`src/rtl/booth_datapath_if.sv`:
```
// Booth datapath bus: operand load, micro-op command, status and result.
interface booth_datapath_if #(
    parameter int unsigned N = 8
);
    logic             start;
    logic [1:0]       control;
    logic [N-1:0]     multiplicand;
    logic [N-1:0]     multiplier;
    logic [1:0]       status;
    logic [2*N-1:0]   product;
    logic             busy;
    logic             done;

    // Controller side: issues commands and operands, observes results.
    modport master (
        output start, control, multiplicand, multiplier,
        input  status, product, busy, done
    );

    // Datapath side: executes commands, reports status and product.
    modport slave (
        input  start, control, multiplicand, multiplier,
        output status, product, busy, done
    );
endinterface

```
`src/rtl/booth_datapath.sv`:
```
// Booth multiplier datapath: executes one load/add/sub/shift micro-op per cycle.
module booth_datapath #(
    parameter int unsigned N  = 8,
    parameter int unsigned CW = $clog2(N)
) (
    input  logic                  clk,
    input  logic                  rstn,
    booth_datapath_if.slave       bus
);
    localparam int unsigned AW = N + 1;

    localparam logic [1:0] OP_LOAD  = 2'b00;
    localparam logic [1:0] OP_ADD   = 2'b01;
    localparam logic [1:0] OP_SUB   = 2'b10;
    localparam logic [1:0] OP_SHIFT = 2'b11;

    // Accumulator and multiplicand carry one extra bit so -2^(N-1) negates cleanly.
    logic [AW-1:0] a_q;
    logic [AW-1:0] m_q;
    logic [N-1:0]  q_q;
    logic [CW-1:0] cnt_q;
    logic          busy_q;
    logic          done_q;

    logic          last_c;
    logic          b0_c;
    logic          fin_c;

    assign last_c = (cnt_q == CW'(N - 1));

    // Micro-op execution and shift counting.
    always_ff @(posedge clk or negedge rstn) begin
        if (!rstn) begin
            a_q    <= '0;
            m_q    <= '0;
            q_q    <= '0;
            cnt_q  <= '0;
            busy_q <= 1'b0;
            done_q <= 1'b0;
        end else begin
            done_q <= 1'b0;
            case (bus.control)
                OP_LOAD: begin
                    if (bus.start) begin
                        a_q    <= '0;
                        q_q    <= bus.multiplier;
                        m_q    <= {bus.multiplicand[N-1], bus.multiplicand};
                        cnt_q  <= '0;
                        busy_q <= 1'b1;
                    end
                end
                OP_ADD: a_q <= a_q + m_q;
                OP_SUB: a_q <= a_q - m_q;
                OP_SHIFT: begin
                    a_q <= {a_q[AW-1], a_q[AW-1:1]};
                    q_q <= {a_q[0], q_q[N-1:1]};
                    if (last_c) begin
                        cnt_q  <= '0;
                        busy_q <= 1'b0;
                        done_q <= 1'b1;
                    end else begin
                        cnt_q  <= cnt_q + CW'(1);
                    end
                end
                default: ;
            endcase
        end
    end

    // Next Booth bit as seen by the controller in the current command cycle.
    always_comb begin
        b0_c  = 1'b0;
        fin_c = 1'b0;
        case (bus.control)
            OP_LOAD:  b0_c = bus.multiplier[0];
            OP_ADD,
            OP_SUB:   b0_c = q_q[0];
            OP_SHIFT: begin
                b0_c  = q_q[1];
                fin_c = last_c;
            end
            default: ;
        endcase
    end

    // Status is forced quiet while reset is held; result is straight from the registers.
    assign bus.status  = rstn ? {b0_c, fin_c} : 2'b00;
    assign bus.product = {a_q[N-1:0], q_q};
    assign bus.busy    = busy_q;
    assign bus.done    = done_q;

endmodule

```
`src/flat_wrapper.sv`:
```
// flat-port wrapper written by rule: the top's interface ports become plain ports
module booth_datapath_flat 
#(
    parameter int unsigned N  = 8,
    parameter int unsigned CW = $clog2(N)
)
  (clk, rstn, bus_start, bus_control, bus_multiplicand, bus_multiplier, bus_status, bus_product, bus_busy, bus_done);
  booth_datapath_if #(.N(N)) bus_i ();
  input  logic clk;
  input  logic rstn;
  input wire logic [$bits(bus_i.start)-1:0] bus_start;
  input wire logic [$bits(bus_i.control)-1:0] bus_control;
  input wire logic [$bits(bus_i.multiplicand)-1:0] bus_multiplicand;
  input wire logic [$bits(bus_i.multiplier)-1:0] bus_multiplier;
  output wire logic [$bits(bus_i.status)-1:0] bus_status;
  output wire logic [$bits(bus_i.product)-1:0] bus_product;
  output wire logic [$bits(bus_i.busy)-1:0] bus_busy;
  output wire logic [$bits(bus_i.done)-1:0] bus_done;
  assign bus_i.start = bus_start;
  assign bus_i.control = bus_control;
  assign bus_i.multiplicand = bus_multiplicand;
  assign bus_i.multiplier = bus_multiplier;
  assign bus_status = bus_i.status;
  assign bus_product = bus_i.product;
  assign bus_busy = bus_i.busy;
  assign bus_done = bus_i.done;
  booth_datapath #(.N(N), .CW(CW)) u_core (.clk(clk), .rstn(rstn), .bus(bus_i));
endmodule
```
`config.mk`:
```
export PLATFORM = sky130hd
export DESIGN_NAME = booth_datapath_flat
export DESIGN_NICKNAME = d
export VERILOG_FILES = /design/src/rtl/booth_datapath_if.sv /design/src/rtl/booth_datapath.sv /design/src/flat_wrapper.sv
export SDC_FILE = /design/constraint.sdc
export NUM_CORES = 1
export LEC_CHECK = 0
export CAP_MARGIN = 20
export CORE_MARGIN = 2
export CORE_UTILIZATION = 24
export CTS_CLUSTER_DIAMETER = 80
export CTS_CLUSTER_SIZE = 8
export DETAILED_ROUTE_END_ITERATION = 10
export SETUP_SLACK_MARGIN = 0.5
export SLEW_MARGIN = 20
export SYNTH_ARGS = -nofsm -noshare
export SYNTH_HDL_FRONTEND = slang
export SYNTH_SLANG_ARGS = --single-unit
```
`constraint.sdc`:
```
create_clock -name clk -period 2.6 [get_ports clk]
set_clock_uncertainty 0.15 [all_clocks]
set_input_delay 0.26 -clock clk [delete_from_list [all_inputs] [get_ports clk]]
set_output_delay 0.26 -clock clk [all_outputs]
set_load 0.1 [all_outputs]
```
==> run_results.csv <==
group,metric,value,unit
status,status,"finished, final reports clean",
floorplan,core-area,8180,um^2
worst_setup_path,crit_family,"compound AO/OA/AOI/OAI gates",
worst_setup_path,cpMostUsedCell,"a21oi_2",
floorplan,dieArea,9140,um^2
sta,setup_ws,120,ps
routing,wl_per_cell,13.6,um
clock_tree,root_buffer,"clkbuf_8",
worst_setup_path,slowest_stage,"dfrtp_2",
synth,syn-mean-instance-area,9.54,um^2
floorplan,io_pins,41,
sta,max_freq,0.403,GHz
min_path,hold_class,"in -> async",
placed_design,pre_cts_ws,-275,ps
clock_tree,htreeDepth,2,
routing,viasPerCell,4.66,
routing,dr_total_vias,1772,
clock_tree,clk_latency,280,ps
placed_design,portBuffers,40,
worst_setup_path,start_kind,"register",
sta,finalSetupTns,0,ps
layout,fill_cells,832,
power,irDropWorstVdd,0.000234,V
synth,yosysWarnings,0,
synth,synth_flop_cell,"dfrtp_1",
clock_tree,postCtsHoldBufs,0,
flow_run,maxCapViolCount,0,
layout,multi_input_area,1280,um^2
floorplan,start_util,0.246,
worst_setup_path,crit_path_max_incr_delay,400,ps
synth,synth_area,2010,um^2
global_routing,grt_pass1_vias,1764,
placed_design,dp_cells,365,
placed_design,dp_hpwl,4.00,mm
placed_design,gp_congestion,0.829,
synth,netlist_instances,211,
worst_setup_path,end_kind,"register",
clock_tree,clk_pin_slew,70,ps
global_routing,antenna_found_initial,0,
global_routing,grt_usage,0.120,
clock_tree,cts-buffers-inserted,5,
routing,routed_wl,5.17,mm
synth,synthArstFlopShare,1.00,
layout,diodes,0,
worst_setup_path,reg2reg_slack,120,ps
sta,setup_violations,0,
sta,slew_viol_final,0,
routing,drc_errors,0,
sta,period_minus_slack,2480,ps
layout,area_delta_synth_final,44.7,%
worst_setup_path,cp.required,2680,ps
sta,final.period_utilization,0.954,
layout,ff_latch_area,754,um^2
power,powerDensity,970,nW/um^2
layout,drive_above_1_share,0.382,
layout,final_cells,380,
floorplan,std_cell_rows,33,
worst_setup_path,worstSetupPathType,"reg -> reg",
worst_setup_path,worstPathMaxFanout,3,
synth,ys_seq_elements,30,
synth,synth_fp_nets,248,
floorplan,die_y,95.6,um
sta,worst_slew_pin_slew,426,ps
clock_tree,cts_sinks,30,
synth,ys_types,40,
sta,rsz0062_at_grt,"true",
routing,ant_nets,0,
floorplan,die_x,95.6,um
worst_setup_path,crit_arrival,2560,ps
global_routing,grt.overflow.total,0,
routing,drt_iter0_drc,48,
worst_setup_path,critPathBufInv,1,
power,totalPowerFinal,0.00283,W
clock_tree,cts_max_path_buffers,2,
layout,fin_nets,311,
routing,detail_route.first_pass.iterations,4,
global_routing,grt_pass1_wl,8.54,mm
synth,synth_edf_count,0,
synth,synth.yosys.seq_area_share,0.373,
global_routing,grt_max_degree,24,
sta,slew_headroom,0.716,
clock_tree,cts_tree,"built",
sta,finalHoldViolCount,0,
power,power.leakage,1.28,nW
worst_setup_path,path_cells,"inv_2 -> ha_4 -> and2b_2 -> a21oi_2 -> xnor2_1 -> ha_1 -> o21ai_2 -> a21oi_2 -> a311oi_2 -> mux2_4 -> nand3_2",
-- flip-flops by register name, indices dropped and copies added, names as in the netlist --
signal,cells
u_core.a_q,9
u_core.bus.busy,1
u_core.bus.done,1
u_core.cnt_q,3
u_core.m_q,8
u_core.q_q,8
-- worst paths after layout --
| kind | from | endpoint | cells after the start |
|---|---|---|---|
| max | u_core.m_q[1] | u_core.a_q[7] | 11 |
| min reg2reg | u_core.cnt_q[1] | u_core.cnt_q[1] | 1 |
| max in group asynchronous | rstn | u_core.m_q[1] | 2 |
| min | rstn | u_core.cnt_q[0] | 2 |
| max reg2reg | u_core.m_q[1] | u_core.a_q[7] | 11 |
| min in group clk | u_core.cnt_q[1] | u_core.cnt_q[1] | 1 |
-- cell usage in the layout (no fill, tap or decap), drive strengths merged, types with 3 or more instances in the layout --
cell type,instances
nor2b,13
inv,8
a31oi,8
a22oi,9
a22o,7
ha,15
mux2,9
nand3,3
clkdlybuf4s50,18
xnor2,9
a211oi,3
a21oi,14
dfrtp,30
buf,53
clkbuf,6
nor2,10
o21ai,23
and2,3
nand2,12
nor3,3
-- layout make-up --
| type | count | area share |
|---|---|---|
| sequential | 30 | 0.259 |
| tap | 105 | 0.0451 |
| clock inverter | 2 | 0.00344 |
| timing repair buffer | 73 | 0.219 |
| multi-input combinational | 156 | 0.439 |
| clock buffer | 6 | 0.0249 |
| inverter | 8 | 0.0103 |
-- per-layer routing --
layer  routed length (um)  vias up  global-route usage  part of all wire
met1                 2390      858               0.159              0.46
met5                    0        -                   0                 0
met2                 2520       28               0.193              0.49
met4                   97        0              0.0452             0.019
li1                     -      879                   -                 -
met3                  170        7              0.0221             0.033
-- synthesized netlist by cell type (2+ instances only) --
| cell type | n | area [um^2] |
|---|---|---|
| nor2_1 | 10 | 37.5 |
| ha_1 | 15 | 188 |
| a211oi_1 | 2 | 15.0 |
| nor2b_1 | 13 | 81.3 |
| a22oi_1 | 9 | 67.6 |
| nand2_1 | 12 | 45.0 |
| mux2_2 | 9 | 101 |
| buf_2 | 3 | 15.0 |
| nor3_1 | 3 | 15.0 |
| dfrtp_1 | 30 | 751 |
| a22o_1 | 7 | 61.3 |
| clkbuf_1 | 5 | 18.8 |
| a31oi_1 | 8 | 50.1 |
| buf_4 | 8 | 60.1 |
| o21ai_0 | 16 | 80.1 |
| and2_1 | 3 | 18.8 |
| nand3_1 | 3 | 15.0 |
| o21ai_1 | 7 | 35.0 |
| a21oi_1 | 13 | 65.1 |
| xnor2_1 | 9 | 78.8 |
| inv_1 | 7 | 26.3 |
-- power by group --
part / internal (W) / switching, W / total, W / leakage (nW)
sequential: 0.000580 / 0.000152 / 0.000732 / 0.374
combinational: 0.000692 / 0.00104 / 0.00174 / 0.865
clock: 0.000185 / 0.000173 / 0.000358 / 0.0450
total: 0.00146 / 0.00137 / 0.00283 / 1.28
-- kinds of logic (layout without fill, tap and decap cells) --
logic type	after synthesis	after routing	share of synthesized area
flops	30	30	0.373
simple gates	50	50	0.133
fa+ha+maj	16	16	0.103
buf+inv	25	89	0.0634
compound gates	69	69	0.221
xor+xnor	11	11	0.0516
mux	10	10	0.0553
-- timing repair --
item	4_1_cts	5_1_grt
setup endpoints to repair	8	9
pin swaps	13	14
hold endpoints to repair	0	0
gates resized for setup	12	8
setup buffers	6	1
-- metrics by stage --
stage / instance area, um^2 / utilization / hold WS [ps]
2_1_floorplan: 2080 / - / -186
3_3_place_gp: 2680 / 0.327 / 343
3_5_place_dp: 2680 / 0.327 / 351
4_1_cts: 2870 / 0.351 / 289
5_1_grt: 2910 / 0.356 / 284
6_report: 2910 / 0.356 / 272
Power figures use the tool's default switching activity.
